[src/rtl/prog_loader_pkg.sv]
// prog_loader shared types and defaults.
// FSM state encoding, CPU reset length and default bus widths.
package prog_loader_pkg;

  localparam int ADDR_W_DEF    = 13;
  localparam int DATA_W_DEF    = 8;
  localparam int CPURST_CYCLES = 2;

  typedef enum logic [2:0] {
    IDLE,
    LOAD,
    CPURST,
    START_HI,
    START_LO,
    RUN,
    HALT
  } state_t;

endpackage

[src/rtl/prog_loader_if.sv]
// Host byte-stream handshake into the program loader.
// master = host side, slave = loader side.
interface prog_loader_if
  import prog_loader_pkg::*;
#(
  parameter int DATA_W = DATA_W_DEF
);

  logic              byteValid;
  logic              byteReady;
  logic              byteLast;
  logic [DATA_W-1:0] byteData;

  modport master (
    output byteValid,
    output byteData,
    output byteLast,
    input  byteReady
  );

  modport slave (
    input  byteValid,
    input  byteData,
    input  byteLast,
    output byteReady
  );

endinterface

[src/rtl/prog_loader_run_timer.sv]
// loader_run_timer: 16-bit run budget counter.
// expire flags the final budgeted cycle; a zero budget never expires.
module loader_run_timer (
  input  logic        clk,
  input  logic        rst,
  input  logic        clear,
  input  logic        en,
  input  logic [15:0] budget,
  output logic        expire
);

  logic [15:0] cnt;

  always_ff @(posedge clk or negedge rst) begin
    if (!rst) begin
      cnt <= '0;
    end else if (clear) begin
      cnt <= '0;
    end else if (en) begin
      cnt <= cnt + 16'd1;
    end
  end

  assign expire = en && (budget != 16'd0)
               && (cnt == budget - 16'd1);

endmodule

[src/rtl/prog_loader.sv]
// prog_loader: streams an image into program memory, then starts and times a CPU run.
// Define PROG_LOADER_CHECKSUM_EN to keep a modulo-2^DATA_W sum of written bytes.
module prog_loader
  import prog_loader_pkg::*;
#(
  parameter int ADDR_W    = ADDR_W_DEF,
  parameter int DATA_W    = DATA_W_DEF,
  parameter int START_TMO = 4
) (
  input  logic              clk,
  input  logic              rst,
  prog_loader_if.slave      host,
  input  logic [15:0]       runCycles,
  input  logic              abort,
  output logic [ADDR_W-1:0] memAddress,
  output logic [DATA_W-1:0] memWriteData,
  output logic              memWriteEn,
  output logic              cpuStart,
  output logic              cpuRstOut,
  input  logic              cpuDone,
  output logic              busy,
  output logic              finished,
  output logic              error,
  output logic [DATA_W-1:0] checksum
);

  state_t            state;
  state_t            state_n;
  // top bit marks a completely filled memory
  logic [ADDR_W:0]   addr;
  logic [7:0]        wcnt;
  logic [15:0]       budget;
  logic              hs;
  logic              full;
  logic              wr;
  logic              set_err;
  logic              clr_err;
  logic              latch;
  logic              expire;

  assign hs   = host.byteValid && host.byteReady;
  assign full = addr[ADDR_W];

  loader_run_timer u_timer (
    .clk    (clk),
    .rst    (rst),
    .clear  (state != RUN),
    .en     (state == RUN),
    .budget (budget),
    .expire (expire)
  );

  always_comb begin
    state_n = state;
    wr      = 1'b0;
    set_err = 1'b0;
    clr_err = 1'b0;
    latch   = 1'b0;
    unique case (state)
      IDLE: begin
        if (hs) begin
          clr_err = 1'b1;
          wr      = 1'b1;
          latch   = host.byteLast;
          state_n = host.byteLast ? CPURST : LOAD;
        end
      end
      LOAD: begin
        if (abort) begin
          state_n = HALT;
        end else if (hs && full) begin
          set_err = 1'b1;
          state_n = HALT;
        end else if (hs) begin
          wr      = 1'b1;
          latch   = host.byteLast;
          state_n = host.byteLast ? CPURST : LOAD;
        end
      end
      CPURST: begin
        if (abort) begin
          state_n = HALT;
        end else if (wcnt == 8'(CPURST_CYCLES - 1)) begin
          state_n = START_HI;
        end
      end
      START_HI: begin
        if (abort) begin
          state_n = HALT;
        end else if (!cpuDone) begin
          state_n = START_LO;
        end else if (wcnt == 8'(START_TMO - 1)) begin
          set_err = 1'b1;
          state_n = HALT;
        end
      end
      START_LO: state_n = abort ? HALT : RUN;
      RUN: begin
        if (abort || expire) begin
          state_n = HALT;
        end
      end
      HALT:    state_n = IDLE;
      default: state_n = IDLE;
    endcase
  end

  always_ff @(posedge clk or negedge rst) begin
    if (!rst) begin
      state          <= IDLE;
      addr           <= '0;
      wcnt           <= '0;
      budget         <= '0;
      error          <= 1'b0;
      host.byteReady <= 1'b0;
      busy           <= 1'b0;
      cpuStart       <= 1'b0;
      cpuRstOut      <= 1'b1;
      finished       <= 1'b0;
      memWriteEn     <= 1'b0;
      memAddress     <= '0;
      memWriteData   <= '0;
    end else begin
      state <= state_n;
      wcnt  <= (state_n != state) ? 8'd0 : wcnt + 8'd1;
      if (state == HALT) begin
        addr <= '0;
      end else if (wr) begin
        addr <= addr + {{ADDR_W{1'b0}}, 1'b1};
      end
      if (latch) begin
        budget <= runCycles;
      end
      if (clr_err) begin
        error <= 1'b0;
      end else if (set_err) begin
        error <= 1'b1;
      end
      memWriteEn <= wr;
      if (wr) begin
        memAddress   <= addr[ADDR_W-1:0];
        memWriteData <= host.byteData;
      end
      // outputs registered from the next state so they line up with it
      host.byteReady <= (state_n == IDLE) || (state_n == LOAD);
      busy           <= state_n != IDLE;
      cpuStart       <= state_n == START_HI;
      cpuRstOut      <= (state_n == CPURST) || (state_n == HALT);
      finished       <= state_n == HALT;
    end
  end

`ifdef PROG_LOADER_CHECKSUM_EN
  logic [DATA_W-1:0] sum;

  always_ff @(posedge clk or negedge rst) begin
    if (!rst) begin
      sum <= '0;
    end else if (wr) begin
      sum <= (state == IDLE) ? host.byteData : sum + host.byteData;
    end
  end

  assign checksum = sum;
`else
  assign checksum = '0;
`endif

endmodule

[src/flat_wrapper.sv]
// flat-port wrapper written by rule: the top's interface ports become plain ports
module prog_loader_flat import prog_loader_pkg::*;
#(
  parameter int ADDR_W    = ADDR_W_DEF,
  parameter int DATA_W    = DATA_W_DEF,
  parameter int START_TMO = 4
)
  (clk, rst, runCycles, abort, memAddress, memWriteData, memWriteEn, cpuStart, cpuRstOut, cpuDone, busy, finished, error, checksum, host_byteValid, host_byteData, host_byteLast, host_byteReady);
  prog_loader_if #(.DATA_W(DATA_W)) host_i ();
  input  logic clk;
  input  logic rst;
  input  logic [15:0] runCycles;
  input  logic abort;
  output logic [ADDR_W-1:0] memAddress;
  output logic [DATA_W-1:0] memWriteData;
  output logic memWriteEn;
  output logic cpuStart;
  output logic cpuRstOut;
  input  logic cpuDone;
  output logic busy;
  output logic finished;
  output logic error;
  output logic [DATA_W-1:0] checksum;
  input wire logic [$bits(host_i.byteValid)-1:0] host_byteValid;
  input wire logic [$bits(host_i.byteData)-1:0] host_byteData;
  input wire logic [$bits(host_i.byteLast)-1:0] host_byteLast;
  output wire logic [$bits(host_i.byteReady)-1:0] host_byteReady;
  assign host_i.byteValid = host_byteValid;
  assign host_i.byteData = host_byteData;
  assign host_i.byteLast = host_byteLast;
  assign host_byteReady = host_i.byteReady;
  prog_loader #(.ADDR_W(ADDR_W), .DATA_W(DATA_W), .START_TMO(START_TMO)) u_core (.clk(clk), .rst(rst), .host(host_i), .runCycles(runCycles), .abort(abort), .memAddress(memAddress), .memWriteData(memWriteData), .memWriteEn(memWriteEn), .cpuStart(cpuStart), .cpuRstOut(cpuRstOut), .cpuDone(cpuDone), .busy(busy), .finished(finished), .error(error), .checksum(checksum));
endmodule
[config.mk]
export PLATFORM = sky130hd
export DESIGN_NAME = prog_loader_flat
export DESIGN_NICKNAME = d
export VERILOG_FILES = /design/src/rtl/prog_loader_pkg.sv /design/src/rtl/prog_loader_if.sv /design/src/rtl/prog_loader_run_timer.sv /design/src/rtl/prog_loader.sv /design/src/flat_wrapper.sv
export SDC_FILE = /design/constraint.sdc
export NUM_CORES = 1
export LEC_CHECK = 0
export ABC_AREA = 1
export CAP_MARGIN = 20
export CORE_UTILIZATION = 40
export CTS_CLUSTER_DIAMETER = 50
export CTS_CLUSTER_SIZE = 28
export DETAILED_ROUTE_END_ITERATION = 12
export PLACE_DENSITY = 0.6
export SYNTH_ARGS = -nofsm -noshare
export SYNTH_HDL_FRONTEND = slang
export SYNTH_SLANG_ARGS = --single-unit
[constraint.sdc]
create_clock -name clk -period 2.78 [get_ports clk]
set_input_delay 0.695 -clock clk [delete_from_list [all_inputs] [get_ports clk]]
set_output_delay 0.695 -clock clk [all_outputs]
set_load 0.05 [all_outputs]
==> impl_metrics.csv <==
group,metric,value,unit
cells_and_area,final_common_cell,"nand2_1",
timing,slew_violations,0,
clocking,root_buffer,"clkbuf_16",
worst_setup_path,cp.required,2.09,ns
power,vdd_drop_max,0.000539,V
global_routing,antenna_found_initial,0,
worst_setup_path,path_max_fanout,1,
timing,period_share,0.842,
clocking,h-tree-depth,3,
worst_setup_path,crit_family,"buffers and inverters",
yosys,synth_top_cell_area_share,0.461,
timing,finalSetupViolations,0,
timing,period_needed,2.34,ns
die,fp.dieW,109,microns
route,antenna_violating_nets_post_route,0,
cells_and_area,layout.nets,673,
clocking,cts_tree,"done",
die,start_util,0.415,
power,power_density,913,nW/um^2
route,routedWlPerCell,12.5,microns
timing,rsz0062_at_grt,"no",
yosys,yosysSeqAreaShare,0.467,
placement,place_congestion,0.816,
yosys,yosys_warnings,0,
clocking,cts_hold_buf,0,
job,maxCapViolations,0,
clocking,clk_pin_slew_worst_paths,0.06,ns
run_status,status,"finished, final reports clean",
worst_setup_path,crit_path_end_kind,"output pin",
worst_setup_path,cp_slowest_cell,"clkdlybuf4s50_1",
cells_and_area,post_route_cells_drive_above_1_share,0.103,
timing,slew_headroom,0.633,
global_routing,grt_usage,0.186,
route,wl,9730,microns
route,drc_errors,0,
route,drt_iter0_markers,133,
timing,fin_setup_tns,0,ns
timing,skew,0.00808,ns
yosys,syn_inst,572,
yosys,synthTopCellsByArea,"dfrtp_1 46%, nand2_1 11%, inv_1 6.1%",
worst_setup_path,cp.arrival,1.65,ns
yosys,synth_cell_type_count,41,
hold_path,min_path_type,"in2async",
global_routing,grt_pass1_vias,3568,
clocking,cts_setup_buffers,0,
yosys,yosys.area.top_type,"dfrtp_1",
power,p_total,0.00512,W
placement,portBuffers,57,
route,firstDrtPassIters,4,
die,dieArea,11800,sq um
clocking,cts-buffers-inserted,9,
clocking,cts_resized,0,
global_routing,grt_max_degree,46,
global_routing,grt_first_pass_wirelength,16800,microns
global_routing,grt-ovfl-total,0,
worst_setup_path,start_kind,"flop",
power,p_leak,2.52,nW
cells_and_area,n_antenna_cell,0,
clocking,clock-sinks,85,
yosys,synth_seq_cells,85,
die,ioPinCount,66,
die,core,11000,sq um
placement,post-dp-hpwl,7220,microns
timing,hold_viol_final,0,
die,die_height,109,microns
worst_setup_path,path_class,"reg2out",
cells_and_area,final_cell_mix,"139 x nand2_1, 84 x dfrtp_1, 74 x inv_1",
yosys,synth_area,4560,sq um
worst_setup_path,path_buf_inv,1,
timing,worst_slew_pin_slew,0.548,ns
cells_and_area,area_growth,23.0,%
yosys,avgSynthCellArea,7.97,sq um
route,drt-vias-per-instance,4.80,
timing,fmax,427,MHz
route,vias,3748,
worst_setup_path,critPathMaxStageDelay,0.79,ns
clocking,cts.path.max_buffers,2,
worst_setup_path,crit_chain,"clkdlybuf4s50_1",
clocking,clock_latency,0.34,ns
die,std_cell_rows,38,
-- path summary, 6_finish.rpt --
kind                       slack [ns]                      to  cells after the start              startpoint
min reg2reg                      0.48  u_core.memWriteData[2]                      2  u_core.memWriteData[2]
min                              0.34        u_core.budget[1]                      1                     rst
max reg2reg                      0.51          u_core.wcnt[4]                     15        u_core.budget[0]
max                              0.44               cpuRstOut                      1        u_core.cpuRstOut
min in group clk                 0.48  u_core.memWriteData[2]                      2  u_core.memWriteData[2]
max in group asynchronous        1.82          u_core.addr[9]                      2                     rst
-- synth_stat cells, drive strengths merged --
cell / number
clkinv: 1
a211oi: 4
buf: 10
a221oi: 1
a31oi: 2
inv: 76
clkbuf: 7
a21oi: 27
nand3b: 6
o21bai: 1
o21a: 2
nand3: 23
nor3: 21
o21ai: 31
nand4: 8
nor3b: 2
mux2: 9
conb: 1
o22ai: 1
nand2: 147
xor2: 5
ha: 6
dfstp: 1
xnor2: 7
dfrtp: 84
o221a: 1
or2: 1
nor2: 84
nor4: 3
-- registers in the layout, summed over array words and instances (netlist names) --
name and count:
u_core.addr 14, u_core.budget 16, u_core.busy 1, u_core.cpuRstOut 1, u_core.cpuStart 1, u_core.error 1, u_core.finished 1, u_core.host.byteReady 1
u_core.memAddress 13, u_core.memWriteData 8, u_core.memWriteEn 1, u_core.state 3, u_core.u_timer.cnt 16, u_core.wcnt 8
-- cell type report --
| cell class | count | area [sq um] |
|---|---|---|
| inverters | 77 | 289 |
| fillers | 1055 | 5380 |
| flip-flops and latches | 85 | 2130 |
| multi-input cells | 400 | 2070 |
| clock buffers | 9 | 225 |
| well taps | 140 | 175 |
| repair buffers | 64 | 646 |
| clock inverters | 6 | 71.3 |
-- stage by stage --
step / instances / util / worst slack [ns] / hold slack, ns / area (sq um)
global placement: 766 / 0.483 / 0.288 / 0.465 / 5310
global route: 781 / 0.510 / 0.164 / 0.378 / 5610
finish: 781 / 0.510 / 0.439 / 0.339 / 5610
floorplan: 579 / - / 0.811 / 0.399 / 4590
CTS: 781 / 0.510 / 0.409 / 0.355 / 5610
detailed placement: 766 / 0.483 / 0.205 / 0.469 / 5310
-- logic make-up after synthesis --
logic type / synth area share
XOR/XNOR: 0.0231
buffers and inverters: 0.0845
multiplexers: 0.0222
flip-flops: 0.467
adder cells (fa/ha/maj): 0.0165
AND/OR/NAND/NOR: 0.302
other: 0.000822
AO/OA/AOI/OAI: 0.0837
-- per-layer routing --
layer  track usage  vias to the layer above  routed length [microns]
met2         0.274                       71                     4210
met1         0.257                     1732                     4970
met3        0.0562                       10                      384
li1              -                     1935                        -
met4        0.0666                        0                      168
met5             0                        -                        0
-- where the power goes --
group | leakage [nW] | internal (W) | switching, W | total [W]
Sequential | 1.12 | 0.00154 | 0.000282 | 0.00182
Combinational | 1.26 | 0.000724 | 0.00134 | 0.00207
Clock | 0.139 | 0.000701 | 0.000529 | 0.00123
Note: power is estimated with default switching activity, not from simulation.
